## src/rtl/types.sv

```systemverilog
// Shared NoC flit type used by the arbiter and its neighbours.
package types;
    typedef logic [15:0] flit_t;
endpackage

```

## src/rtl/flit_arbiter_ctrl.sv

```systemverilog
// Two-source packet arbiter feeding a single registered flit output.
// System traffic has priority, but a waiting normal source gets a bounded share.
module flit_arbiter_ctrl #(
    parameter int unsigned STARVE_LIMIT = 4
) (
    input  logic         nocclk,
    input  logic         rst_n,
    input  types::flit_t in_system_flit,
    input  logic         in_system_valid,
    input  logic         in_system_tail,
    output logic         in_system_ready,
    input  types::flit_t in_normal_flit,
    input  logic         in_normal_valid,
    input  logic         in_normal_tail,
    output logic         in_normal_ready,
    output types::flit_t out_flit,
    output logic         out_flit_valid,
    input  logic         out_flit_ready
);
    localparam int unsigned CntW = $clog2(STARVE_LIMIT + 1);

    typedef enum logic [1:0] {StIdle, StLockSys, StLockNrm} state_e;

    state_e          r_state;
    state_e          w_state_next;
    logic [CntW-1:0] r_starve_cnt;
    logic [CntW-1:0] w_starve_next;
    types::flit_t    r_out_flit;
    logic            r_out_valid;

    logic            w_load;
    logic            w_grant_sys;
    logic            w_grant_nrm;
    logic            w_xfer_sys;
    logic            w_xfer_nrm;
    logic            w_xfer;
    logic            w_tail;
    logic            w_starved;
    types::flit_t    w_flit;

    assign w_load    = !r_out_valid || out_flit_ready;
    assign w_starved = (r_starve_cnt == CntW'(STARVE_LIMIT));

    always_comb begin
        w_grant_sys = 1'b0;
        w_grant_nrm = 1'b0;
        unique case (r_state)
            StIdle: begin
                if (in_system_valid && in_normal_valid) begin
                    w_grant_nrm = w_starved;
                    w_grant_sys = !w_starved;
                end else begin
                    w_grant_sys = in_system_valid;
                    w_grant_nrm = in_normal_valid;
                end
            end
            StLockSys: w_grant_sys = in_system_valid;
            StLockNrm: w_grant_nrm = in_normal_valid;
            default: ;
        endcase
    end

    // Readys are gated by reset so nothing is accepted while the block is held.
    assign in_system_ready = rst_n && w_load && w_grant_sys;
    assign in_normal_ready = rst_n && w_load && w_grant_nrm;

    assign w_xfer_sys = in_system_ready;
    assign w_xfer_nrm = in_normal_ready;
    assign w_xfer     = w_xfer_sys || w_xfer_nrm;
    assign w_tail     = w_xfer_sys ? in_system_tail : in_normal_tail;
    assign w_flit     = w_xfer_sys ? in_system_flit : in_normal_flit;

    always_comb begin
        w_state_next = r_state;
        if (w_xfer) begin
            if (w_tail) begin
                w_state_next = StIdle;
            end else if (w_xfer_sys) begin
                w_state_next = StLockSys;
            end else begin
                w_state_next = StLockNrm;
            end
        end
    end

    always_comb begin
        w_starve_next = r_starve_cnt;
        if (!in_normal_valid || (w_xfer_nrm && in_normal_tail)) begin
            w_starve_next = '0;
        end else if (w_xfer_sys && in_system_tail && !w_starved) begin
            w_starve_next = r_starve_cnt + 1'b1;
        end
    end

    always_ff @(posedge nocclk or negedge rst_n) begin
        if (!rst_n) begin
            r_state      <= StIdle;
            r_starve_cnt <= '0;
        end else begin
            r_state      <= w_state_next;
            r_starve_cnt <= w_starve_next;
        end
    end

    // A load with no transfer drains the register but keeps the old flit value.
    always_ff @(posedge nocclk or negedge rst_n) begin
        if (!rst_n) begin
            r_out_flit  <= '0;
            r_out_valid <= 1'b0;
        end else if (w_load) begin
            r_out_valid <= w_xfer;
            if (w_xfer) begin
                r_out_flit <= w_flit;
            end
        end
    end

    assign out_flit       = r_out_flit;
    assign out_flit_valid = r_out_valid;

endmodule

```

## config.mk

```make
export PLATFORM = sky130hd
export DESIGN_NAME = flit_arbiter_ctrl
export DESIGN_NICKNAME = d
export VERILOG_FILES = /design/src/rtl/types.sv /design/src/rtl/flit_arbiter_ctrl.sv
export SDC_FILE = /design/constraint.sdc
export NUM_CORES = 1
export LEC_CHECK = 0
export ABC_AREA = 1
export BUFFER_PORTS_ARGS = -buffer_cell sky130_fd_sc_hd__buf_2
export CORE_ASPECT_RATIO = 0.5
export CORE_MARGIN = 2
export CORE_UTILIZATION = 47
export DETAILED_ROUTE_END_ITERATION = 10
export PLACE_DENSITY = 0.76
export SYNTH_ARGS = -nofsm -noshare
export SYNTH_HDL_FRONTEND = slang
export SYNTH_SLANG_ARGS = --single-unit
```

## constraint.sdc

```tcl
create_clock -name nocclk -period 2 [get_ports nocclk]
set_clock_uncertainty 0.1 [all_clocks]
set_input_delay 0.2 -clock nocclk [delete_from_list [all_inputs] [get_ports nocclk]]
set_output_delay 0.2 -clock nocclk [all_outputs]
set_load 0.02 [all_outputs]
```

==> impl_summary.txt, run 1 <==
----------------------------------------------------
[Global routing]
  Antenna violations before repair ... 0
  GRT Residual Overflow ... 0
  Wire length of the first global-routing pass ... 4830 um
  Global Route Usage Sum ... 0.185
  Via count of the first global-routing pass ... 1178
  Maximum number of pins on one net before global-route repair ... 34

[Synth]
  Number of warnings reported in the yosys synthesis log ... 0
  Dominant cell type by area after synthesis ... sky130_fd_sc_hd__dfrtp_1
  Cell Area, Synth ... 1330 um2
  Synthesized Nets ... 198
  Number of instances in the synthesized netlist ... 157
  Number of register bits inferred by synthesis ... 22
  Leading cell types by total area after synthesis ... sky130_fd_sc_hd__dfrtp_1 42%, sky130_fd_sc_hd__o21ai_2 11%, sky130_fd_sc_hd__nand2_1 10%
  Number of distinct library cells after synthesis ... 20
  Synth top area share ... 0.415
  Proportion of synthesized chip area in sequential cells ... 0.415
  Syn Area/Cell ... 8.45 um2

[Timing]
  Number of setup violations in the final report ... 0
  Fmax achieved ... 528 MHz
  Final period demand of the worst path ... 1900 ps
  Final max-slew violation count ... 0
  Worst relative slew slack ... 0.754
  Final total negative setup slack ... 0 ps
  Setup repair after global routing missed its margin ... false
  Number of failing hold endpoints at the final stage ... 0
  Worst Max-Slew Pin Slew ... 369 ps
  Share of the clock period used by the worst path ... 0.948

[Clock network]
  CTS sink cnt ... 22
  Number of buffers created by CTS ... 3
  Clock latency reported for the late side of the worst-skew pair ... 250 ps
  Count of cells resized by post-cts repair ... 0
  Maximum level of the CTS H-tree ... 1
  CTS root buffer ... sky130_fd_sc_hd__clkbuf_8
  Maximum clock insertion buffer count ... 2
  CTS tree ... done
  Clock-pin slew of the registers on the worst-case setup and hold paths ... 70 ps

[Worst setup path]
  Startpoint kind of the worst setup timing path ... flop
  Cell type of the slowest stage on the worst timing path ... sky130_fd_sc_hd__dfrtp_1
  Setup CP Type ... reg -> out
  Register-to-register setup slack ... 220 ps
  CP Capture Type ... output port
  List of cells traversed by the critical path ... inv_1 -> ha_1 -> nand2_1 -> nor2_2 -> nand2_2 -> nand2_4 -> buf_12 -> inv_2 -> buf_2
  Highest fanout seen on the critical path ... 4
  CP max stage delay ... 400 ps
  Critical path required time ... 1700 ps
  WP data arrival ... 1600 ps

[Pwr]
  Static Leak ... 1.05 nW
  Worst-case vdd ir drop ... 0.570 mV
  Ratio of total power to cell area ... 1240 nW/um2
  Design Power ... 2.19 mW

[Floorplanning]
  Die Y ... 41.6 um
  Total Die Area ... 3290 um2
  Num ports ... 58
  Die W ... 79.1 um
  Standard-cell rows ... 13
  Placeable core region ... 2640 um2
  Initial Util ... 0.503

[Routing]
  First-pass DRT Iterations ... 4
  Number of remaining DRC errors ... 0
  Antenna-violating nets left ... 0
  Average detailed-routed wire length per instance ... 10.9 um
  Total via count in the routed design ... 1186
  Final Routed Wirelength ... 2800 um
  Via density ... 4.61
  Initial DRC count ... 73

[Run status]
  Run status ... finished, final reports clean

[Min path]
  Path category of the worst min-delay check ... in -> reg

[Final layout]
  Leading cell types in the layout, fill and taps excluded ... 57 x sky130_fd_sc_hd__buf_2, 37 x sky130_fd_sc_hd__nand2_1, 28 x sky130_fd_sc_hd__inv_1, 22 x sky130_fd_sc_hd__dfrtp_1, 17 x sky130_fd_sc_hd__o21ai_0
  Commonest non-fill, non-tap cell in the layout ... sky130_fd_sc_hd__buf_2
  Number of nets in the finished design ... 262
  Final Instance Count excl. Fillers ... 257
  Ant diodes ... 0
  Synthesis-to-finish area growth ... 33.2%
  Layout cell share with drive strength beyond 1 ... 0.459

[Job]
  Max-capacitance violation count ... 0

[Place]
  Final weighted congestion of routability-driven global placement ... 0.771
  Count of port buffers added during placement ... 57
  Half-perimeter wire length after placement ... 2100 um
  Cell total after placement ... 247

----------------------------------------------------
logic make-up (layout without fill, tap and decap cells):
family                     Yosys count  after routing  synth area share
xor gates and xnor gates             1              1           0.00660
adders and majority gates            2              2            0.0189
buffers and inverters               36             99             0.136
AOI/OAI and AO/OA                   34             34             0.174
and+or+nand+nor                     62             62             0.250
DFF                                 22             22             0.415
power by group:
| part | switching [mW] | internal, mW |
|---|---|---|
| combinational | 0.613 | 0.408 |
| sequential | 0.130 | 0.630 |
| clock | 0.143 | 0.267 |
path summary, 6_finish.rpt:
check                             endpoint  depth (start not counted)             from
max                        in_system_ready                          9  r_starve_cnt[0]
min                         out_flit_valid                          4   out_flit_ready
max reg2reg                   out_flit[13]                          9  r_starve_cnt[0]
min reg2reg                   out_flit[14]                          2     out_flit[14]
max in group asynchronous       r_state[0]                          3            rst_n
min in group asynchronous      out_flit[9]                          3            rst_n
cells in the mapped netlist:
master / instances
sky130_fd_sc_hd__o21ai_1: 1
sky130_fd_sc_hd__nand3_1: 5
sky130_fd_sc_hd__inv_6: 1
sky130_fd_sc_hd__buf_6: 2
sky130_fd_sc_hd__inv_1: 28
sky130_fd_sc_hd__o21ai_0: 17
sky130_fd_sc_hd__nand2_2: 3
sky130_fd_sc_hd__buf_2: 1
sky130_fd_sc_hd__nor2_2: 3
sky130_fd_sc_hd__xor2_1: 1
sky130_fd_sc_hd__nand4_1: 4
sky130_fd_sc_hd__buf_12: 1
sky130_fd_sc_hd__nand2_1: 37
sky130_fd_sc_hd__buf_4: 2
sky130_fd_sc_hd__nand2_4: 9
sky130_fd_sc_hd__inv_2: 1
sky130_fd_sc_hd__dfrtp_1: 22
sky130_fd_sc_hd__nor2_1: 1
sky130_fd_sc_hd__ha_1: 2
sky130_fd_sc_hd__o21ai_2: 16
critical path, delay by kind of cell, from the launching register on:
family	cells	cell delay (ps)
adders and majority gates	1	150
buffers and inverters	4	380
DFF	1	400
and+or+nand+nor	4	420
through the flow:
| stage | instance area (um2) | utilization | hold WS (ps) | worst slack, ps |
|---|---|---|---|---|
| 2_1_floorplan | 1330 | - | -196 | 464 |
| 3_3_place_gp | 1620 | 0.616 | 126 | 327 |
| 3_5_place_dp | 1620 | 0.616 | 133 | 238 |
| 5_1_grt | 1770 | 0.670 | 114 | 5.74 |
| 4_1_cts | 1740 | 0.659 | 91.4 | 16.9 |
| 6_report | 1770 | 0.670 | 94.0 | 104 |
sequential cells by signal, indices dropped and copies added, names as in the netlist:
register,cells
r_starve_cnt,3
r_state,2
out_flit_valid,1
out_flit,16
layer usage:
metal	vias to the layer above	track usage	share of wire
met1	532	0.216	0.43
met5	-	0	0
met4	0	0.0379	0.0050
met3	2	0.0522	0.047
met2	30	0.342	0.52
li1	622	-	-
cell type report:
cell class / count / area, um2
clock buffer: 3 / 41.3
tap: 37 / 46.3
timing repair buffer: 65 / 385
multi-input combinational: 99 / 596
fill: 224 / 868
clock inverter: 1 / 30.0
sequential: 22 / 551
inverter: 30 / 118
timing repair:
item | CTS | global route
hold buffers | 1 | 0
gates cloned | 1 | 0
setup buffers | 0 | 4
hold endpoints to repair | 22 | 0
endpoints found under the setup margin | 1 | 1
No activity file was read; power rests on OpenSTA's default activity.
==> run 2: changes to the inputs <==
--- a/config.mk
+++ b/config.mk
@@ -7,6 +7,7 @@
 export LEC_CHECK = 0
 export ABC_AREA = 1
 export BUFFER_PORTS_ARGS = -buffer_cell sky130_fd_sc_hd__buf_2
+export CAP_MARGIN = 20
 export CORE_ASPECT_RATIO = 0.5
 export CORE_MARGIN = 2
 export CORE_UTILIZATION = 47
==> constraint.sdc (replaced) <==
create_clock -name nocclk -period 2 [get_ports nocclk]
set_clock_uncertainty 0.1 [all_clocks]
set_input_delay 0.2 -clock nocclk [delete_from_list [all_inputs] [get_ports nocclk]]
set_output_delay 0.2 -clock nocclk [all_outputs]
set_load 0.005 [all_outputs]
==> run 2 against run 1 <==
Design area down 4.0%. Largest cell class unchanged. Combinational power down 23%. Power down 15%. Cell count down 1.9%. Flip-flop and latch count unchanged. Wire length down 2.6%. Sequential power up 0.8%. Via count up 1.3%. Utilization down 2.7 points.
==> impl_summary.txt, run 2 (same netlist as run 1, synthesis figures left out) <==
----------------------------------------------------
[Run status]
  Run status ... finished, final reports clean

[Timing]
  Number of failing hold endpoints at the final stage ... 0 (unchanged)
  Number of setup violations in the final report ... 0 (unchanged)
  Worst relative slew slack ... 0.807 (+0.0524)
  Worst Max-Slew Pin Slew ... 290 ps (-78.6 ps)
  Share of the clock period used by the worst path ... 0.955 (+0.00675)
  Final max-slew violation count ... 0 (unchanged)
  Fmax achieved ... 524 MHz (-0.71%)
  Worst hold margin ... 83.4 ps (-10.6 ps)
  Final period demand of the worst path ... 1910 ps (+13.5 ps)

[Worst setup path]
  List of cells traversed by the critical path ... inv_1 -> ha_1 -> nand2_1 -> nor2_2 -> nand2_2 -> nand2_8 -> inv_2 -> buf_2
  Worst Path Buf+Inv ... 3 (-1)
  Kind of cell adding the most delay to the critical path ... simple AND/OR/NAND/NOR gates
  Critical register-to-register path endpoint ... out_flit[9]
  Highest fanout seen on the critical path ... 17 (+13)
  Setup CP Type ... reg -> out
  CP Capture Type ... output port
  CP max stage delay ... 400 ps (about the same)
  Startpoint of the worst setup timing path ... r_starve_cnt[0]
  Critical path required time ... 1700 ps (about the same)
  Start of the worst register-to-register path ... r_starve_cnt[0]
  WP data arrival ... 1610 ps (about the same)
  Cell type of the slowest stage on the worst timing path ... sky130_fd_sc_hd__dfrtp_1
  Reg2Reg Depth ... 10 (+1)
  Startpoint kind of the worst setup timing path ... flop
  Register-to-register setup slack ... 140 ps (-80 ps)

[Routing]
  Average detailed-routed wire length per instance ... 10.8 um (-0.71%)
  Met1 Routed Length ... 1190 um (-0.34%)
  Final Routed Wirelength ... 2730 um (-2.6%)
  Uppermost metal layer occupied by signal nets ... met4
  Met3 wire length ... 145 um (+9.8%)
  Total via count in the routed design ... 1201 (+1.3%)
  DR WL met2 ... 1380 um (-5.7%)
  Via density ... 4.77 (+3.3%)
  Number of remaining DRC errors ... 0 (unchanged)
  Initial DRC count ... 34 (-53%)
  Antenna-violating nets left ... 0 (unchanged)
  First-pass DRT Iterations ... 4 (unchanged)

[Final layout]
  Layout fillers ... 242 (+8.0%)
  Synthesis-to-finish area growth ... 27.8%
  Number of flip-flops under the largest register name ... 16 (unchanged)
  Layout cell share with drive strength beyond 1 ... 0.447 (-0.0126)
  Ant diodes ... 0 (unchanged)
  Number of nets in the finished design ... 257 (-1.9%)
  Leading cell types in the layout, fill and taps excluded ... 57 x sky130_fd_sc_hd__buf_2, 37 x sky130_fd_sc_hd__nand2_1, 28 x sky130_fd_sc_hd__inv_1, 22 x sky130_fd_sc_hd__dfrtp_1, 17 x sky130_fd_sc_hd__o21ai_0
  Commonest non-fill, non-tap cell in the layout ... sky130_fd_sc_hd__buf_2
  Final Cell Area ... 1700 um2 (-4.0%)
  Utilization after layout ... 0.643 (-0.0271)

[Clock network]
  CTS root buffer ... sky130_fd_sc_hd__clkbuf_8
  CTS tree ... done
  Clock-pin slew of the registers on the worst-case setup and hold paths ... 80 ps (about the same)
  Maximum level of the CTS H-tree ... 1 (unchanged)
  Maximum clock insertion buffer count ... 2 (unchanged)
  Number of buffers created by CTS ... 3 (unchanged)
  Post-CTS setup buffer count ... 0 (unchanged)
  CTS sink cnt ... 22 (unchanged)
  Clock latency reported for the late side of the worst-skew pair ... 260 ps (about the same)

[Place]
  Final weighted congestion of routability-driven global placement ... 0.872 (+13%)
  Post-Place Cell Area ... 1610 um2 (-0.77%)
  Half-perimeter wire length after placement ... 2020 um (-3.8%)
  Count of port buffers added during placement ... 57 (unchanged)

[Global routing]
  Antenna violations before repair ... 0 (unchanged)
  Maximum number of pins on one net before global-route repair ... 35 (+2.9%)
  Wire length of the first global-routing pass ... 4420 um (-8.4%)
  GRT Residual Overflow ... 0 (unchanged)
  Global Route Usage Sum ... 0.169 (-0.0159)
  Via count of the first global-routing pass ... 1057 (-10%)

[Pwr]
  Ratio of total power to cell area ... 1100 nW/um2 (-11%)
  Design Power ... 1.86 mW (-15%)
  Worst-case vdd ir drop ... 0.484 mV (-15%)
  Static Leak ... 1.00 nW (-4.9%)

[Job]
  Max-capacitance violation count ... 0 (unchanged)

[Floorplanning]
  Die Y ... 41.6 um (unchanged)
  Placeable core region ... 2640 um2 (unchanged)
  Total Die Area ... 3290 um2 (unchanged)
  Initial Util ... 0.503 (unchanged)
  Die W ... 79.1 um (unchanged)
  Standard-cell rows ... 13 (unchanged)
  Num ports ... 58 (unchanged)

[Min path]
  Endpoint with the worst hold slack ... out_flit_valid
  Path category of the worst min-delay check ... in -> reg
  Worst min-delay path startpoint ... out_flit_ready
  Worst hold path cell count ... 4 (unchanged)

----------------------------------------------------
## run 2: changes by cell type in the layout (fill, tap and decap cells not counted)
cell,before,now
sky130_fd_sc_hd__buf_12,1,0
sky130_fd_sc_hd__buf_4,5,1
sky130_fd_sc_hd__bufbuf_16,1,0
sky130_fd_sc_hd__bufinv_16,1,0
sky130_fd_sc_hd__clkbuf_8,3,4
sky130_fd_sc_hd__inv_6,1,0
sky130_fd_sc_hd__inv_8,0,1
sky130_fd_sc_hd__nand2_8,0,1
sky130_fd_sc_hd__nor2_2,3,2
sky130_fd_sc_hd__nor2_4,0,1
## run 2: repair_timing
action / CTS / global route
endpoints found under the setup margin: 1 / 18
hold endpoints to repair: 22 / 0
hold buffers: 1 / 0
cloned: 0 / 1
resized for setup: 0 / 3
## run 2: area by class of cell
type                    instances  area [um2]  area share
flip-flops and latches         22         551       0.325
repair buffers                 59         303       0.179
well taps                      37        46.3      0.0273
clock buffers                   4        55.1      0.0325
inverters                      30         120      0.0708
multi-input cells             100         621       0.366
## run 2: routing by layer
layer	track usage	vias to the layer above
met1	0.204	559
met5	0	-
met3	0.0457	2
met2	0.303	31
met4	0.0414	0
li1	-	609
## run 2: worst max-delay path by stage
| stage | to | slack (ps) | cells after the start |
|---|---|---|---|
| after detailed placement | out_flit[9] | 210 | 10 |
| after global routing | in_system_ready | -8 | 8 |
| after global placement | out_flit[8] | 270 | 10 |
| after floorplan | out_flit[10] | 460 | 10 |
| after CTS | out_flit[9] | 30 | 10 |
| final | in_system_ready | 90 | 8 |
## run 2: metrics by stage
stage,setup slack (ps),cells,setup TNS [ps]
after floorplan,464,157,0
after global placement,267,247,0
after detailed placement,206,247,0
after CTS,30.0,251,0
after global routing,-8.39,252,-8.39
final,90.9,252,0
## run 2: worst min-delay path: cells and delay by family
kind,cells,cell delay (ps)
AND/OR/NAND/NOR,2,110
buffers and inverters,2,100
## run 2: report_power, final
| group | internal, mW | switching [mW] | leakage (nW) | total [mW] |
|---|---|---|---|---|
| sequential | 0.631 | 0.137 | 0.274 | 0.767 |
| combinational | 0.363 | 0.422 | 0.700 | 0.785 |
| clock | 0.175 | 0.137 | 0.0288 | 0.312 |
